### src/rtl/clock_ratio_detector_pkg.sv
// Shared types and constants for the clock ratio detector and its companions.
// The 6-bit ratio range and 64-cycle observation window match the clock divider.
package clk_pkg;

    localparam int RATIO_W        = 6;
    localparam int PERIOD_W       = 7;
    localparam int MATCH_W        = 4;
    localparam int TIMEOUT_CYCLES = 64;

    localparam logic [PERIOD_W-1:0] CNT_MAX    = PERIOD_W'(TIMEOUT_CYCLES);
    localparam logic [PERIOD_W-1:0] MIN_PERIOD = PERIOD_W'(2);

    typedef enum logic [1:0] {
        IDLE,
        ACQUIRE,
        MEASURE,
        LOCKED
    } det_state_t;

    // A period can become a lock candidate only inside the 2..63 window.
    function automatic logic is_lockable(input logic [PERIOD_W-1:0] period);
        return (period >= MIN_PERIOD) && (period < CNT_MAX);
    endfunction

endpackage

### src/rtl/clock_ratio_detector_if.sv
// Control/status bundle between the control logic (master) and the detector (slave).
interface clock_ratio_detector_if;
    import clk_pkg::*;

    logic                detector_enable;
    logic                measured_clk;
    logic [RATIO_W-1:0]  detected_ratio;
    logic                ratio_valid;
    logic                ratio_change;
    logic                timeout_flag;

    modport master (
        output detector_enable, measured_clk,
        input  detected_ratio, ratio_valid, ratio_change, timeout_flag
    );

    modport slave (
        input  detector_enable, measured_clk,
        output detected_ratio, ratio_valid, ratio_change, timeout_flag
    );

endinterface

### src/rtl/clock_ratio_detector_sync_edge_detect.sv
// Multi-flop synchronizer for an asynchronous clock-like signal, followed by a
// one-cycle rising-edge pulse in the reference domain.
module sync_edge_detect #(
    parameter int SYNC_STAGES = 2
) (
    input  logic reference_clk,
    input  logic reset,
    input  logic i_async,
    output logic o_edge_pulse
);

    logic [SYNC_STAGES-1:0] r_sync;
    logic                   r_delay;

    // NOTE: sequential state uses non-blocking assignments so every flop samples
    // the pre-edge value of its neighbour; blocking here would collapse the chain.
    always_ff @(posedge reference_clk or negedge reset) begin
        if (!reset) begin
            r_sync  <= '0;
            r_delay <= 1'b0;
        end else begin
            r_sync  <= {r_sync[SYNC_STAGES-2:0], i_async};
            r_delay <= r_sync[SYNC_STAGES-1];
        end
    end

    assign o_edge_pulse = r_sync[SYNC_STAGES-1] & ~r_delay;

endmodule

### src/rtl/clock_ratio_detector.sv
// Measures the rising-edge spacing of measured_clk in reference_clk cycles and
// reports the integer ratio once LOCK_COUNT consecutive periods agree.
module clock_ratio_detector
    import clk_pkg::*;
#(
    parameter int SYNC_STAGES = 2,
    parameter int LOCK_COUNT  = 4
) (
    input  logic                    reference_clk,
    input  logic                    reset,
    clock_ratio_detector_if.slave   det_if
);

    localparam logic [MATCH_W-1:0] LOCK_TARGET = MATCH_W'(LOCK_COUNT);

    det_state_t           r_state,          w_state_next;
    logic [PERIOD_W-1:0]  r_cnt,            w_cnt_next;
    logic [RATIO_W-1:0]   r_candidate,      w_candidate_next;
    logic [MATCH_W-1:0]   r_match,          w_match_next;
    logic [RATIO_W-1:0]   r_detected_ratio, w_detected_ratio_next;
    logic                 r_ratio_valid,    w_ratio_valid_next;
    logic                 r_ratio_change,   w_ratio_change_next;
    logic                 r_timeout_flag,   w_timeout_flag_next;
    logic                 r_locked_once,    w_locked_once_next;

    logic                 w_edge;
    logic                 w_period_ok;
    logic [RATIO_W-1:0]   w_period_ratio;
    logic [MATCH_W-1:0]   w_match_sum;
    logic [PERIOD_W-1:0]  w_cnt_step;

    sync_edge_detect #(
        .SYNC_STAGES (SYNC_STAGES)
    ) u_sync_edge_detect (
        .reference_clk (reference_clk),
        .reset         (reset),
        .i_async       (det_if.measured_clk),
        .o_edge_pulse  (w_edge)
    );

    // The captured period is simply the counter value seen on the edge cycle.
    assign w_period_ok    = is_lockable(r_cnt);
    assign w_period_ratio = r_cnt[RATIO_W-1:0];
    assign w_match_sum    = (w_period_ratio == r_candidate) ? r_match + MATCH_W'(1) : MATCH_W'(1);
    assign w_cnt_step     = w_edge              ? PERIOD_W'(1) :
                            (r_cnt == CNT_MAX)  ? r_cnt        : r_cnt + PERIOD_W'(1);

    always_ff @(posedge reference_clk or negedge reset) begin
        if (!reset) begin
            r_state          <= IDLE;
            r_cnt            <= '0;
            r_candidate      <= '0;
            r_match          <= '0;
            r_detected_ratio <= '0;
            r_ratio_valid    <= 1'b0;
            r_ratio_change   <= 1'b0;
            r_timeout_flag   <= 1'b0;
            r_locked_once    <= 1'b0;
        end else begin
            r_state          <= w_state_next;
            r_cnt            <= w_cnt_next;
            r_candidate      <= w_candidate_next;
            r_match          <= w_match_next;
            r_detected_ratio <= w_detected_ratio_next;
            r_ratio_valid    <= w_ratio_valid_next;
            r_ratio_change   <= w_ratio_change_next;
            r_timeout_flag   <= w_timeout_flag_next;
            r_locked_once    <= w_locked_once_next;
        end
    end

    // NOTE: every signal driven here is given a default first so no path through
    // the case statements leaves it unassigned and infers a latch.
    always_comb begin
        w_state_next          = r_state;
        w_cnt_next            = r_cnt;
        w_candidate_next      = r_candidate;
        w_match_next          = r_match;
        w_detected_ratio_next = r_detected_ratio;
        w_ratio_valid_next    = r_ratio_valid;
        w_ratio_change_next   = 1'b0;
        w_timeout_flag_next   = r_timeout_flag;
        w_locked_once_next    = r_locked_once;

        if (!det_if.detector_enable) begin
            w_state_next        = IDLE;
            w_cnt_next          = '0;
            w_candidate_next    = '0;
            w_match_next        = '0;
            w_ratio_valid_next  = 1'b0;
            w_timeout_flag_next = 1'b0;
        end else if (r_state == IDLE) begin
            w_state_next = ACQUIRE;
        end else begin
            w_cnt_next = w_cnt_step;

            // An edge landing on a saturated counter is a period of 64, not a timeout.
            if (w_edge) begin
                w_timeout_flag_next = 1'b0;
            end else if (r_cnt == CNT_MAX) begin
                w_timeout_flag_next = 1'b1;
                w_ratio_valid_next  = 1'b0;
                w_candidate_next    = '0;
                w_match_next        = '0;
                w_state_next        = ACQUIRE;
            end

            if (w_edge) begin
                case (r_state)
                    ACQUIRE: w_state_next = MEASURE;
                    MEASURE: begin
                        if (!w_period_ok) begin
                            w_candidate_next = '0;
                            w_match_next     = '0;
                        end else begin
                            w_candidate_next = w_period_ratio;
                            w_match_next     = w_match_sum;
                            if (w_match_sum == LOCK_TARGET) begin
                                w_state_next          = LOCKED;
                                w_detected_ratio_next = w_period_ratio;
                                w_ratio_valid_next    = 1'b1;
                                w_ratio_change_next   = (w_period_ratio != r_detected_ratio) || !r_locked_once;
                                w_locked_once_next    = 1'b1;
                            end
                        end
                    end
                    LOCKED: begin
                        if (!(w_period_ok && (w_period_ratio == r_detected_ratio))) begin
                            w_ratio_valid_next = 1'b0;
                            w_candidate_next   = w_period_ok ? w_period_ratio : '0;
                            w_match_next       = w_period_ok ? MATCH_W'(1) : '0;
                            w_state_next       = MEASURE;
                        end
                    end
                    default: ;
                endcase
            end
        end
    end

    assign det_if.detected_ratio = r_detected_ratio;
    assign det_if.ratio_valid    = r_ratio_valid;
    assign det_if.ratio_change   = r_ratio_change;
    assign det_if.timeout_flag   = r_timeout_flag;

endmodule

### src/flat_wrapper.sv
// flat-port wrapper written by rule: the top's interface ports become plain ports
module clock_ratio_detector_flat import clk_pkg::*;
#(
    parameter int SYNC_STAGES = 2,
    parameter int LOCK_COUNT  = 4
)
  (reference_clk, reset, det_if_detector_enable, det_if_measured_clk, det_if_detected_ratio, det_if_ratio_valid, det_if_ratio_change, det_if_timeout_flag);
  clock_ratio_detector_if det_if_i ();
  input  logic reference_clk;
  input  logic reset;
  input wire logic [$bits(det_if_i.detector_enable)-1:0] det_if_detector_enable;
  input wire logic [$bits(det_if_i.measured_clk)-1:0] det_if_measured_clk;
  output wire logic [$bits(det_if_i.detected_ratio)-1:0] det_if_detected_ratio;
  output wire logic [$bits(det_if_i.ratio_valid)-1:0] det_if_ratio_valid;
  output wire logic [$bits(det_if_i.ratio_change)-1:0] det_if_ratio_change;
  output wire logic [$bits(det_if_i.timeout_flag)-1:0] det_if_timeout_flag;
  assign det_if_i.detector_enable = det_if_detector_enable;
  assign det_if_i.measured_clk = det_if_measured_clk;
  assign det_if_detected_ratio = det_if_i.detected_ratio;
  assign det_if_ratio_valid = det_if_i.ratio_valid;
  assign det_if_ratio_change = det_if_i.ratio_change;
  assign det_if_timeout_flag = det_if_i.timeout_flag;
  clock_ratio_detector #(.SYNC_STAGES(SYNC_STAGES), .LOCK_COUNT(LOCK_COUNT)) u_core (.reference_clk(reference_clk), .reset(reset), .det_if(det_if_i));
endmodule
### config.mk
export PLATFORM = sky130hd
export DESIGN_NAME = clock_ratio_detector_flat
export DESIGN_NICKNAME = d
export VERILOG_FILES = /design/src/rtl/clock_ratio_detector_pkg.sv /design/src/rtl/clock_ratio_detector_if.sv /design/src/rtl/clock_ratio_detector_sync_edge_detect.sv /design/src/rtl/clock_ratio_detector.sv /design/src/flat_wrapper.sv
export SDC_FILE = /design/constraint.sdc
export NUM_CORES = 1
export LEC_CHECK = 0
export CORE_MARGIN = 1.5
export CORE_UTILIZATION = 30
export DETAILED_ROUTE_END_ITERATION = 16
export GPL_TIMING_DRIVEN = 0
export REMOVE_ABC_BUFFERS = 1
export SYNTH_ARGS = -nofsm -noshare
export SYNTH_HDL_FRONTEND = slang
export SYNTH_SLANG_ARGS = --single-unit
### constraint.sdc
create_clock -name reference_clk -period 1.95 [get_ports reference_clk]
set_input_delay 0.39 -clock reference_clk [delete_from_list [all_inputs] [get_ports reference_clk]]
set_output_delay 0.39 -clock reference_clk [all_outputs]
set_load 0.005 [all_outputs]
==> metrics.md <==
| Metric | Value |
|---|---|
| First-pass GRT wire length | `6420 um` |
| Avg Inst Size Synth | `10.3 sq um` |
| Die Height | `78.5 um` |
| Mapped cell area | `between 0.0015 and 0.002 sq mm` |
| N_diodes | `0` |
| Library cells used by synthesis | `44` |
| Gate power share | `9.3%` |
| CP Max Fanout | `5` |
| R2R setup slack | `-40 ps` |
| Initial antenna violation count | `0` |
| Power Density | `about 690 mW/mm^2` |
| Failing checks | `setup timing` |
| Mapped Cells | `166` |
| Final net count | `194` |
| Final Cycle Share | `102%` |
| Hold violation count in the final report | `0` |
| H-tree levels | `2` |
| Root Buffer | `clkbuf_8` |
| Vias | `1330` |
| Max-Cap Viols | `0` |
| RSZ-0062 raised after global routing | `true` |
| Worst-path clk slew | `around 70 ps` |
| Core area | `0.00551 sq mm` |
| Maximum vdd drop | `396 uV` |
| Die span in x | `78.5 um` |
| Largest net degree at the start of global routing | `33` |
| Worst setup EP type | `flop` |
| Min Tclk post-route | `1990 ps` |
| Switching Power | `0.000361 W` |
| Post-Route WL | `roughly 3800 um` |
| Flops & latches, synth | `32` |
| WS Path Type | `reg -> reg` |
| Cts bufs inserted | `5` |
| Slew @ Worst Pin | `721 ps` |
| Outcome | `finished with violations` |
| CP Data Required Time | `~2100 ps` |
| Clock Latency Late Sink | `290 ps` |
| Port bufs | `12` |
| Max-slew headroom | `51.9%` |
| Floorplan row count | `27` |
| Fin Clk Skew | `7.58 ps` |
| DPL Wire Length | `2420 um` |
| Initial drt markers | `104` |
| Yosys warns | `0` |
| Clk pwr share | `43.1%` |
| Static Leak | `0.902 nW` |
| Number of vias per cell | `5.12` |
| GPL Wtd Cong | `0.841` |
| Worst reg2reg startpoint | `u_core.r_cnt[5]` |
| Worst reg2reg path depth | `6` |
| Post-route DRC | `0` |
| R2r endpoint | `u_core.det_if.detected_ratio[3]` |
| CTS Buffer Depth | `2` |
| Post-DP Area | `approximately 0.0019 sq mm` |
| Post-route total power | `between 0.001 and 0.0015 W` |
| Final non-filler cell area | `0.00213 sq mm` |
| Setup-failing EPs final | `11` |
| Vias in the first global route | `1324` |
| Clock sinks | `32` |
| Detailed Routing Iterations Pass 1 | `4` |
| Final worst-path setup slack | `-36.5 ps` |
| Share of cells above drive strength 1 | `25.5%` |
| Worst Hold Class | `in -> async` |
| Die area | `about 0.0062 sq mm` |
| Critical path data arrival time | `between 2000 and 2500 ps` |
| Sw frac | `24.6%` |
| Slew Viols, Final | `0` |
| Gr ovfl total | `0` |
| Post-synthesis sequential area ratio | `between 40% and 50%` |
| Maximum clock frequency | `503 MHz` |
| Total Routing Usage GR | `between 10% and 20%` |
| Crit path launch type | `flop` |
| Final ANT Viol Nets | `0` |
| WL/cell | `14.7 um` |
| Top Ports | `13` |
| P_int | `0.00111 W` |
| CTS tree | `done` |
| Reg power frac | `47.6%` |
| Syn-to-layout area delta | `24.7%` |
| Initial core utilization | `31.1%` |
critical path, stage by stage, from the launching register on:
cell	delay (ps)
dfrtp_2	400
or4_4	600
o21ai_4	240
nor4_2	90
nand2_2	90
buf_6	130
mux2_2	320
state kept, by name, indices dropped and copies added, names as in the netlist, 2 cells and up:
signal	cells
u_core.det_if.detected_ratio	6
u_core.u_sync_edge_detect.r_sync	2
u_core.r_candidate	6
u_core.r_match	4
u_core.r_state	2
u_core.r_cnt	7
stage by stage:
stage	utilization [%]	worst slack, ps	std cells	TNS [ps]	hold slack, ps
after floorplan	-	44.1	156	0	94.4
after global placement	33.8	-405	240	-11320	334
after detailed placement	33.7	-450	240	-5470	336
after CTS	37.4	-18.2	256	-117	177
after global routing	38.7	-137	260	-1810	226
final	38.7	-36.5	260	-225	149
cell type report:
cell class / count / area (sq um)
clock inverters: 2 / 35.0
well taps: 72 / 90.1
clock buffers: 6 / 72.6
repair buffers: 23 / 205
fillers: 543 / 3370
flip-flops and latches: 32 / 808
inverters: 8 / 30.0
multi-input cells: 117 / 891
repair_timing:
item                       in CTS  in global routing
pin swaps                       4                  4
gates cloned                    0                  1
hold buffers                    0                  0
gates resized for setup        13                 12
buffers inserted                8                  3
setup endpoints to repair      21                 20
cell usage in the layout (no fill, tap or decap), types with 2 or more instances in the layout:
master | synthesis | layout
dfrtp_1 | 32 | 26
dfrtp_2 | 0 | 6
ha_1 | 3 | 3
nor2_1 | 11 | 11
o21ai_0 | 7 | 6
nor4_2 | 0 | 2
clkdlybuf4s50_1 | 0 | 11
nor2b_1 | 3 | 2
a21o_1 | 2 | 2
nand2_1 | 9 | 9
mux2_4 | 0 | 5
clkbuf_8 | 0 | 5
a2111oi_0 | 3 | 2
nor3_2 | 1 | 2
a21bo_2 | 2 | 2
a21oi_1 | 5 | 4
o21a_1 | 2 | 2
buf_4 | 1 | 9
nor3_1 | 5 | 4
nand4_1 | 3 | 3
nor4_1 | 4 | 2
buf_6 | 2 | 2
xnor2_1 | 16 | 16
nand3_1 | 7 | 7
a22o_1 | 6 | 6
inv_1 | 8 | 8
worst max path at each step:
stage | start | end | slack [ps] | cells past startpoint
floorplan | u_core.r_cnt[5] | u_core.det_if.detected_ratio[0] | 40 | 5
global placement | u_core.u_sync_edge_detect.r_sync[1] | u_core.r_match[2] | -400 | 5
detailed placement | u_core.u_sync_edge_detect.r_sync[1] | u_core.r_match[2] | -450 | 5
CTS | u_core.r_cnt[4] | u_core.r_candidate[5] | -20 | 5
global route | u_core.r_cnt[3] | u_core.r_candidate[0] | -140 | 6
finish | u_core.r_cnt[5] | u_core.det_if.detected_ratio[3] | -40 | 6
logic make-up (layout without fill, tap and decap cells):
logic type	Yosys count	count (layout)	share of synthesized area (%)
xor gates and xnor gates	17	17	8.71
buffers and inverters	18	39	5.34
AOI/OAI and AO/OA	37	38	16.6
and+or+nand+nor	53	53	16.4
DFF	32	32	46.8
muxes	6	6	3.95
adders and majority gates	3	3	2.19
Yosys cell counts:
master	number	area [sq um]
xor2_1	1	8.76
a22o_1	6	52.6
nand4_1	3	18.8
o21a_1	2	15.0
o21ai_0	7	35.0
or4_4	1	11.3
a2111oi_0	3	26.3
and2_1	1	6.26
mux2_2	6	67.6
nor2_1	11	41.3
dfrtp_1	32	801
buf_2	4	20.0
buf_6	2	22.5
nand4b_1	1	8.76
nand2_1	9	33.8
nand2b_1	1	6.26
inv_1	8	30.0
nor2b_1	3	18.8
a2111oi_2	1	15.0
or2_2	1	6.26
o21ai_4	1	16.3
ha_1	3	37.5
a21o_1	2	15.0
nor3_2	1	10.0
a21oi_1	5	25.0
a22oi_1	1	7.51
or3_1	1	6.26
o31ai_1	1	7.51
nor2_2	1	6.26
a32oi_1	1	8.76
o211ai_1	1	7.51
a211oi_1	1	7.51
o21bai_1	1	7.51
nand2_2	1	6.26
clkbuf_1	3	11.3
nor3_1	5	25.0
o311a_1	1	10.0
nor3b_1	2	15.0
a21bo_2	2	20.0
nor4_1	4	25.0
nand3_1	7	35.0
buf_4	1	7.51
a21boi_0	1	7.51
xnor2_1	16	140
per-layer routing:
layer	routed length, um	global-route usage [%]	vias to the layer above
met5	0	0	-
met4	69	8.21	0
li1	-	-	628
met1	1800	17.1	660
met3	164	3.26	7
met2	1800	21.6	35
power by group through the flow:
stage	clock (W)	combinational, W	sequential (W)
after floorplan	0	0.0000728	0.000701
after global placement	0	0.000115	0.000708
after detailed placement	0	0.000114	0.000708
after CTS	0.000647	0.000121	0.000696
after global routing	0.000683	0.000153	0.000700
final	0.000632	0.000136	0.000697
No activity file was read; power rests on OpenSTA's default activity.
